[src/rtl/mem_access.sv]
// mem_access: memory pipeline stage between execute and data memory.
//   Accepts an execute-stage result, runs a req/ack bus transaction for
//   loads and stores (stalling upstream while it is outstanding), and
//   returns the aligned, extended load data or the pass-through ALU result.
// Ports:
//   clk, rst                  clock, synchronous active-high reset
//   in_valid, is_load,        instruction from execute and its memory type
//   is_store, funct3
//   alu_result, store_data    effective address / result, store operand
//   rd_wren_in                destination write enable from execute
//   stall                     hold upstream pipeline (combinational)
//   out_valid, result,        registered writeback / forward outputs
//   rd_wren_out, fault
//   bus_req, bus_we,          registered data-memory request
//   bus_addr, bus_be,
//   bus_wdata
//   bus_ack, bus_rdata        memory acknowledge and read word
module mem_access #(
  parameter int XLEN        = 32,
  parameter int ACK_TIMEOUT = 255
) (
  input  logic            clk,
  input  logic            rst,
  input  logic            in_valid,
  input  logic            is_load,
  input  logic            is_store,
  input  logic [2:0]      funct3,
  input  logic [XLEN-1:0] alu_result,
  input  logic [XLEN-1:0] store_data,
  input  logic            rd_wren_in,
  output logic            stall,
  output logic            out_valid,
  output logic [XLEN-1:0] result,
  output logic            rd_wren_out,
  output logic            fault,
  output logic            bus_req,
  output logic            bus_we,
  output logic [XLEN-1:0] bus_addr,
  output logic [3:0]      bus_be,
  output logic [XLEN-1:0] bus_wdata,
  input  logic            bus_ack,
  input  logic [XLEN-1:0] bus_rdata
);

  localparam logic [1:0] ST_IDLE = 2'd0;
  localparam logic [1:0] ST_REQ  = 2'd1;
  localparam logic [1:0] ST_RESP = 2'd2;

  localparam int CW = 16;
  localparam logic [CW-1:0] TIMEOUT_LAST = CW'(ACK_TIMEOUT - 1);

  logic [1:0]      state_r;
  logic [CW-1:0]   cnt_r;
  logic [XLEN-1:0] addr_r;
  logic [2:0]      funct3_r;
  logic            rd_wren_r;
  logic            is_store_r;

  logic is_mem_s;
  logic illegal_s;
  logic stall_s;
  logic timeout_s;

  // Illegal encodings, bad store widths and misaligned halfword/word accesses.
  function automatic logic access_illegal(input logic ld, input logic st,
                                          input logic [2:0] f3, input logic [1:0] a);
    logic bad;
    case (f3)
      3'b000:  bad = 1'b0;
      3'b001:  bad = a[0];
      3'b010:  bad = (a != 2'b00);
      3'b100:  bad = st;
      3'b101:  bad = st | a[0];
      default: bad = 1'b1;
    endcase
    return bad | (ld & st);
  endfunction

  function automatic logic [3:0] store_be(input logic [2:0] f3, input logic [1:0] a);
    logic [3:0] be;
    case (f3[1:0])
      2'b00:   be = 4'b0001 << a;
      2'b01:   be = a[1] ? 4'b1100 : 4'b0011;
      default: be = 4'b1111;
    endcase
    return be;
  endfunction

  // Replicate the store operand across every lane it could occupy.
  function automatic logic [31:0] store_lanes(input logic [2:0] f3, input logic [31:0] d);
    logic [31:0] w;
    case (f3[1:0])
      2'b00:   w = {4{d[7:0]}};
      2'b01:   w = {2{d[15:0]}};
      default: w = d;
    endcase
    return w;
  endfunction

  // Pick the addressed byte/half out of the read word and extend it.
  function automatic logic [31:0] load_extract(input logic [2:0] f3, input logic [1:0] a,
                                               input logic [31:0] w);
    logic [7:0]  b;
    logic [15:0] h;
    logic [31:0] r;
    b = w[8*a +: 8];
    h = a[1] ? w[31:16] : w[15:0];
    case (f3)
      3'b000:  r = {{24{b[7]}}, b};
      3'b100:  r = {24'd0, b};
      3'b001:  r = {{16{h[15]}}, h};
      3'b101:  r = {16'd0, h};
      default: r = w;
    endcase
    return r;
  endfunction

  assign is_mem_s  = is_load | is_store;
  assign illegal_s = access_illegal(is_load, is_store, funct3, alu_result[1:0]);
  assign timeout_s = (ACK_TIMEOUT != 0) && (cnt_r == TIMEOUT_LAST);

  // Stall while a legal memory op is being accepted or the bus is outstanding.
  always_comb begin
    stall_s = 1'b0;
    if (state_r == ST_REQ) begin
      stall_s = 1'b1;
    end else if ((state_r == ST_IDLE) && in_valid && is_mem_s && !illegal_s) begin
      stall_s = 1'b1;
    end else begin
      stall_s = 1'b0;
    end
  end

  assign stall = stall_s;

  // FSM, bus request registers and registered writeback outputs.
  always_ff @(posedge clk) begin
    if (rst) begin
      state_r     <= ST_IDLE;
      cnt_r       <= '0;
      addr_r      <= '0;
      funct3_r    <= 3'd0;
      rd_wren_r   <= 1'b0;
      is_store_r  <= 1'b0;
      out_valid   <= 1'b0;
      result      <= '0;
      rd_wren_out <= 1'b0;
      fault       <= 1'b0;
      bus_req     <= 1'b0;
      bus_we      <= 1'b0;
      bus_addr    <= '0;
      bus_be      <= 4'd0;
      bus_wdata   <= '0;
    end else begin
      case (state_r)
        ST_IDLE: begin
          out_valid <= 1'b0;
          fault     <= 1'b0;
          if (in_valid) begin
            if (!is_mem_s) begin
              out_valid   <= 1'b1;
              result      <= alu_result;
              rd_wren_out <= rd_wren_in;
            end else if (illegal_s) begin
              out_valid   <= 1'b1;
              fault       <= 1'b1;
              rd_wren_out <= 1'b0;
              result      <= alu_result;
            end else begin
              state_r    <= ST_REQ;
              cnt_r      <= '0;
              addr_r     <= alu_result;
              funct3_r   <= funct3;
              rd_wren_r  <= rd_wren_in;
              is_store_r <= is_store;
              bus_req    <= 1'b1;
              bus_we     <= is_store;
              bus_addr   <= {alu_result[XLEN-1:2], 2'b00};
              // Loads always fetch the full word; lane selection happens on return.
              bus_be     <= is_store ? store_be(funct3, alu_result[1:0]) : 4'b1111;
              bus_wdata  <= is_store ? store_lanes(funct3, store_data) : '0;
            end
          end
        end
        ST_REQ: begin
          if (bus_ack || timeout_s) begin
            state_r   <= ST_RESP;
            out_valid <= 1'b1;
            bus_req   <= 1'b0;
            bus_we    <= 1'b0;
            bus_addr  <= '0;
            bus_be    <= 4'd0;
            bus_wdata <= '0;
            // An ack arriving on the final allowed cycle still completes normally.
            if (bus_ack) begin
              fault <= 1'b0;
              if (is_store_r) begin
                result      <= addr_r;
                rd_wren_out <= 1'b0;
              end else begin
                result      <= load_extract(funct3_r, addr_r[1:0], bus_rdata);
                rd_wren_out <= rd_wren_r;
              end
            end else begin
              fault       <= 1'b1;
              rd_wren_out <= 1'b0;
              result      <= addr_r;
            end
          end else begin
            cnt_r <= cnt_r + 16'd1;
          end
        end
        ST_RESP: begin
          out_valid <= 1'b0;
          fault     <= 1'b0;
          state_r   <= ST_IDLE;
        end
        default: begin
          state_r   <= ST_IDLE;
          out_valid <= 1'b0;
          bus_req   <= 1'b0;
        end
      endcase
    end
  end

endmodule

[config.mk]
export PLATFORM = sky130hd
export DESIGN_NAME = mem_access
export DESIGN_NICKNAME = d
export VERILOG_FILES = /design/src/rtl/mem_access.sv
export SDC_FILE = /design/constraint.sdc
export NUM_CORES = 1
export LEC_CHECK = 0
export CAP_MARGIN = 25
export CORE_MARGIN = 4
export CORE_UTILIZATION = 51
export DETAILED_ROUTE_END_ITERATION = 8
export PLACE_DENSITY = 0.85
export SLEW_MARGIN = 20
export SYNTH_ARGS = -nofsm -noshare
export SYNTH_HDL_FRONTEND = slang
export SYNTH_SLANG_ARGS = --single-unit
[constraint.sdc]
create_clock -name clk -period 6.4 [get_ports clk]
set_clock_uncertainty 0.2 [all_clocks]
set_input_delay 0.64 -clock clk [delete_from_list [all_inputs] [get_ports clk]]
set_output_delay 0.64 -clock clk [all_outputs]
set_load 0.05 [all_outputs]
==> run summary <==
============================================================================
Outcome                                                         complete, no violations
Total Neg Setup Slack                                                   0 ns
Placement row count                                                       43
Worst Tran Pin Value                                                 1.08 ns
Clk pin slew, worst setup/hold paths                                 0.06 ns
DRC viols                                                                  0
Die width                                                             127 µm
Post-placement cell count                                              1,184
Mean area per synthesized cell                                      8.46 µm²
WP data arrival                                                      3.47 ns
Via count of the routed design                                         7,227
Overall routed net length                                          23,300 µm
Power after layout                                                   3.42 mW
DRT iter0 DRCs                                                           831
Leakage                                                              3.61 nW
Placed Instance Area                                                9320 µm²
Max frequency                                                        232 MHz
Antenna violations before repair                                           0
Hold_buf cts                                                               0
Number of antenna-violating nets in the routed design                      0
Remaining global-route overflow                                            0
Count of port buffers added during placement                             209
Setup Fix Bufs, Post-CTS                                                   0
I/O pin count                                                            212
Final min period                                                     4.31 ns
Die span in y                                                         127 µm
RSZ-0062 raised after global routing                                      no
Setup-violating endpoint count in the final report                         0
Proportion of total power due to net switching                         37.8%
Cell area after layout                                              9950 µm²
Number of flops mapped to enable cells by yosys                            0
Max VDD drop                                                        0.250 mV
Worst slew margin relative to its limit                                28.2%
Most common flop cell mapped by yosys                           sky130_fd_sc_hd__dfxtp_1
Yosys top cell area share                                              44.2%
Detailed placer's ending HPWL                                      16,200 µm
Number of distinct library cells after synthesis                          61
Via count of the first global-routing pass                             6,869
Area growth from synthesis to layout                                   38.9%
Area of the core region                                           13,800 µm²
Clock network fraction of design power                                 30.5%
Startpoint type of the worst setup path                           input port
Resize count post-CTS                                                      0
Fraction of registers with async set or reset after synthesis             0%
Final cycle utilization of the critical path                           67.4%
Max Buffers Root-to-Sink                                                   2
List of most frequent post-synthesis cells                      sky130_fd_sc_hd__dfxtp_1 (158), sky130_fd_sc_hd__nand2_1 (145), sky130_fd_sc_hd__a21oi_1 (93)
DR WL/cell                                                           19.1 µm
Most frequent cell after synthesis                              sky130_fd_sc_hd__dfxtp_1
Total number of yosys warnings                                             0
Total routing resource utilization after global routing                28.5%
Total die area                                                    16,000 µm²
Initial core utilization                                               51.8%
Fraction of layout instances using a drive strength above 1            7.12%
Placer congestion estimate                                             0.909
Switching pwr                                                        1.29 mW
Ratio of total power to cell area                                 343 nW/µm²
Post-Route Utilization                                                 72.0%
Syn Std Cell Area                                                   7160 µm²
Part of the total power dissipated in sequential elements              34.5%
Internal power contribution                                          2.12 mW
Power share of the combinational group                                 34.9%
Number of cells in the finished layout apart from fillers              1,219
Endpoint class of the critical path                               output pin
Data required time of the worst path                                 5.56 ns
CTS Buf Count                                                             17
Biggest fanout along the worst timing path                                44
FILL cells                                                             1,021
Crit Path Category                                              input port to output pin
Kind of path behind the tightest hold check                     flop to flop
Root buffer cell                                                sky130_fd_sc_hd__clkbuf_16
Detailed Routing Iterations Pass 1                                         6
Number of nets in the layout                                           1,138
Sequential-to-total area share from yosys stat                         44.2%
Clk sink count                                                           158
Max Transition Viols Final                                                 0
Final hold violation count                                                 0
Clock latency on the worst-skew pair                                 0.43 ns
Diodes inserted                                                            0
Total of max-cap violations                                                0
Largest cells by area after synthesis                           sky130_fd_sc_hd__dfxtp_1 (44%), sky130_fd_sc_hd__nand2_1 (7.6%), sky130_fd_sc_hd__a21oi_1 (6.5%), sky130_fd_sc_hd__a22o_1 (6.1%), sky130_fd_sc_hd__o21ai_0 (3.7%)
Vias per Instance                                                       5.93
Dominant cell type by area after synthesis                      sky130_fd_sc_hd__dfxtp_1
CTS tree                                                                 yes
Number of synthesized register bits                                      158
# H-tree levels                                                            4
Pin count of the biggest net entering global routing                      73
Synthesized netlist cell count                                           847
Global-route wire length before repair                             36,800 µm
============================================================================
## layout by cell type, fill, tap and decap left out, types with 4 or more instances in the layout
cell | Yosys | routed
sky130_fd_sc_hd__clkbuf_16 | 0 | 17
sky130_fd_sc_hd__nand4_1 | 5 | 5
sky130_fd_sc_hd__nor2_1 | 41 | 39
sky130_fd_sc_hd__buf_4 | 2 | 14
sky130_fd_sc_hd__inv_1 | 10 | 10
sky130_fd_sc_hd__a211oi_1 | 5 | 5
sky130_fd_sc_hd__nand2_1 | 145 | 145
sky130_fd_sc_hd__clkdlybuf4s50_1 | 0 | 208
sky130_fd_sc_hd__o211ai_1 | 5 | 5
sky130_fd_sc_hd__ha_1 | 6 | 6
sky130_fd_sc_hd__mux2i_1 | 22 | 22
sky130_fd_sc_hd__mux2_2 | 14 | 14
sky130_fd_sc_hd__and3_1 | 6 | 6
sky130_fd_sc_hd__nor2b_1 | 12 | 12
sky130_fd_sc_hd__nand3_1 | 23 | 23
sky130_fd_sc_hd__a22o_1 | 50 | 50
sky130_fd_sc_hd__o221ai_1 | 4 | 4
sky130_fd_sc_hd__a22oi_1 | 4 | 4
sky130_fd_sc_hd__xor2_1 | 12 | 12
sky130_fd_sc_hd__dfxtp_1 | 158 | 158
sky130_fd_sc_hd__o21ai_0 | 53 | 53
sky130_fd_sc_hd__a221oi_1 | 9 | 9
sky130_fd_sc_hd__a21oi_1 | 93 | 93
sky130_fd_sc_hd__clkinv_2 | 0 | 5
sky130_fd_sc_hd__nor3_1 | 6 | 5
sky130_fd_sc_hd__o31ai_1 | 8 | 8
sky130_fd_sc_hd__o2bb2ai_1 | 8 | 8
sky130_fd_sc_hd__or3_1 | 37 | 37
sky130_fd_sc_hd__nand2b_1 | 5 | 5
## final cells by class
cell class / instances / area, µm² / area share [%]
Timing Repair Buffer: 224 / 2200 / 22.1
Clock inverter: 14 / 165 / 1.66
Inverter: 11 / 41.3 / 0.415
Clock buffer: 18 / 439 / 4.41
Sequential cell: 158 / 3160 / 31.8
Tap cell: 180 / 225 / 2.26
Multi-Input combinational cell: 614 / 3710 / 37.3
## flip-flops by register name, indices dropped and copies added, names as in the netlist
signal,flops
bus_we,1
bus_addr,30
rd_wren_out,1
cnt_r,16
result,32
bus_be,4
bus_wdata,32
funct3_r,3
rd_wren_r,1
is_store_r,1
state_r,2
fault,1
bus_req,1
out_valid,1
addr_r,32
## per-layer routing
| layer | global-route usage (%) | routed length [µm] | up-vias |
|---|---|---|---|
| met4 | 12.1 | 796 | 0 |
| met2 | 45.7 | 11100 | 349 |
| met1 | 38.2 | 9770 | 3409 |
| met3 | 4.80 | 1630 | 68 |
| li1 | - | - | 3401 |
| met5 | 0 | 0 | - |
## metrics by stage
stage	hold WS, ns	worst slack [ns]
floorplan	0.232	3.42
global placement	0.238	2.04
detailed placement	0.244	1.94
CTS	0.254	2.11
global route	0.271	1.94
finish	0.251	2.09
## path summary, 6_finish.rpt
| path | endpoint | slack, ns | start | cells past startpoint |
|---|---|---|---|---|
| setup / recovery | stall | 2.09 | funct3[0] | 6 |
| hold / removal | result[3]$_SDFFE_PP0P_ | 0.25 | result[3]$_SDFFE_PP0P_ | 2 |
| setup reg to reg | bus_wdata[24]$_SDFFE_PP0P_ | 2.94 | state_r[0]$_SDFFE_PP0P_ | 10 |
| hold reg to reg | result[3]$_SDFFE_PP0P_ | 0.25 | result[3]$_SDFFE_PP0P_ | 2 |
## power groups by stage
stage | sequential, mW | combinational, mW | clock [mW]
3_5_place_dp | 1.20 | 1.17 | 0
6_report | 1.18 | 1.19 | 1.04
5_1_grt | 1.19 | 1.26 | 1.10
4_1_cts | 1.18 | 1.18 | 1.05
2_1_floorplan | 1.54 | 0.417 | 0
3_3_place_gp | 1.19 | 1.16 | 0
## logic make-up (layout without fill, tap and decap cells)
family / after synthesis / count (layout) / synth area share [%]
AND/OR/NAND/NOR: 296 / 296 / 19.6
AO/OA/AOI/OAI: 261 / 261 / 23.8
flip-flops: 158 / 158 / 44.2
buffers and inverters: 76 / 267 / 4.42
multiplexers: 36 / 36 / 5.28
XOR/XNOR: 13 / 13 / 1.59
adder cells (fa/ha/maj): 6 / 6 / 1.05
other: 1 / 2 / 0.0524
## worst max-delay path, cell delays in order
cell                              delay (ns)
sky130_fd_sc_hd__clkdlybuf4s50_1        0.97
sky130_fd_sc_hd__a21oi_1                0.29
sky130_fd_sc_hd__o221ai_4               0.25
sky130_fd_sc_hd__buf_4                  0.47
sky130_fd_sc_hd__nand2_1                0.11
sky130_fd_sc_hd__clkdlybuf4s50_1        0.72
(Power assumes the default switching activity.)
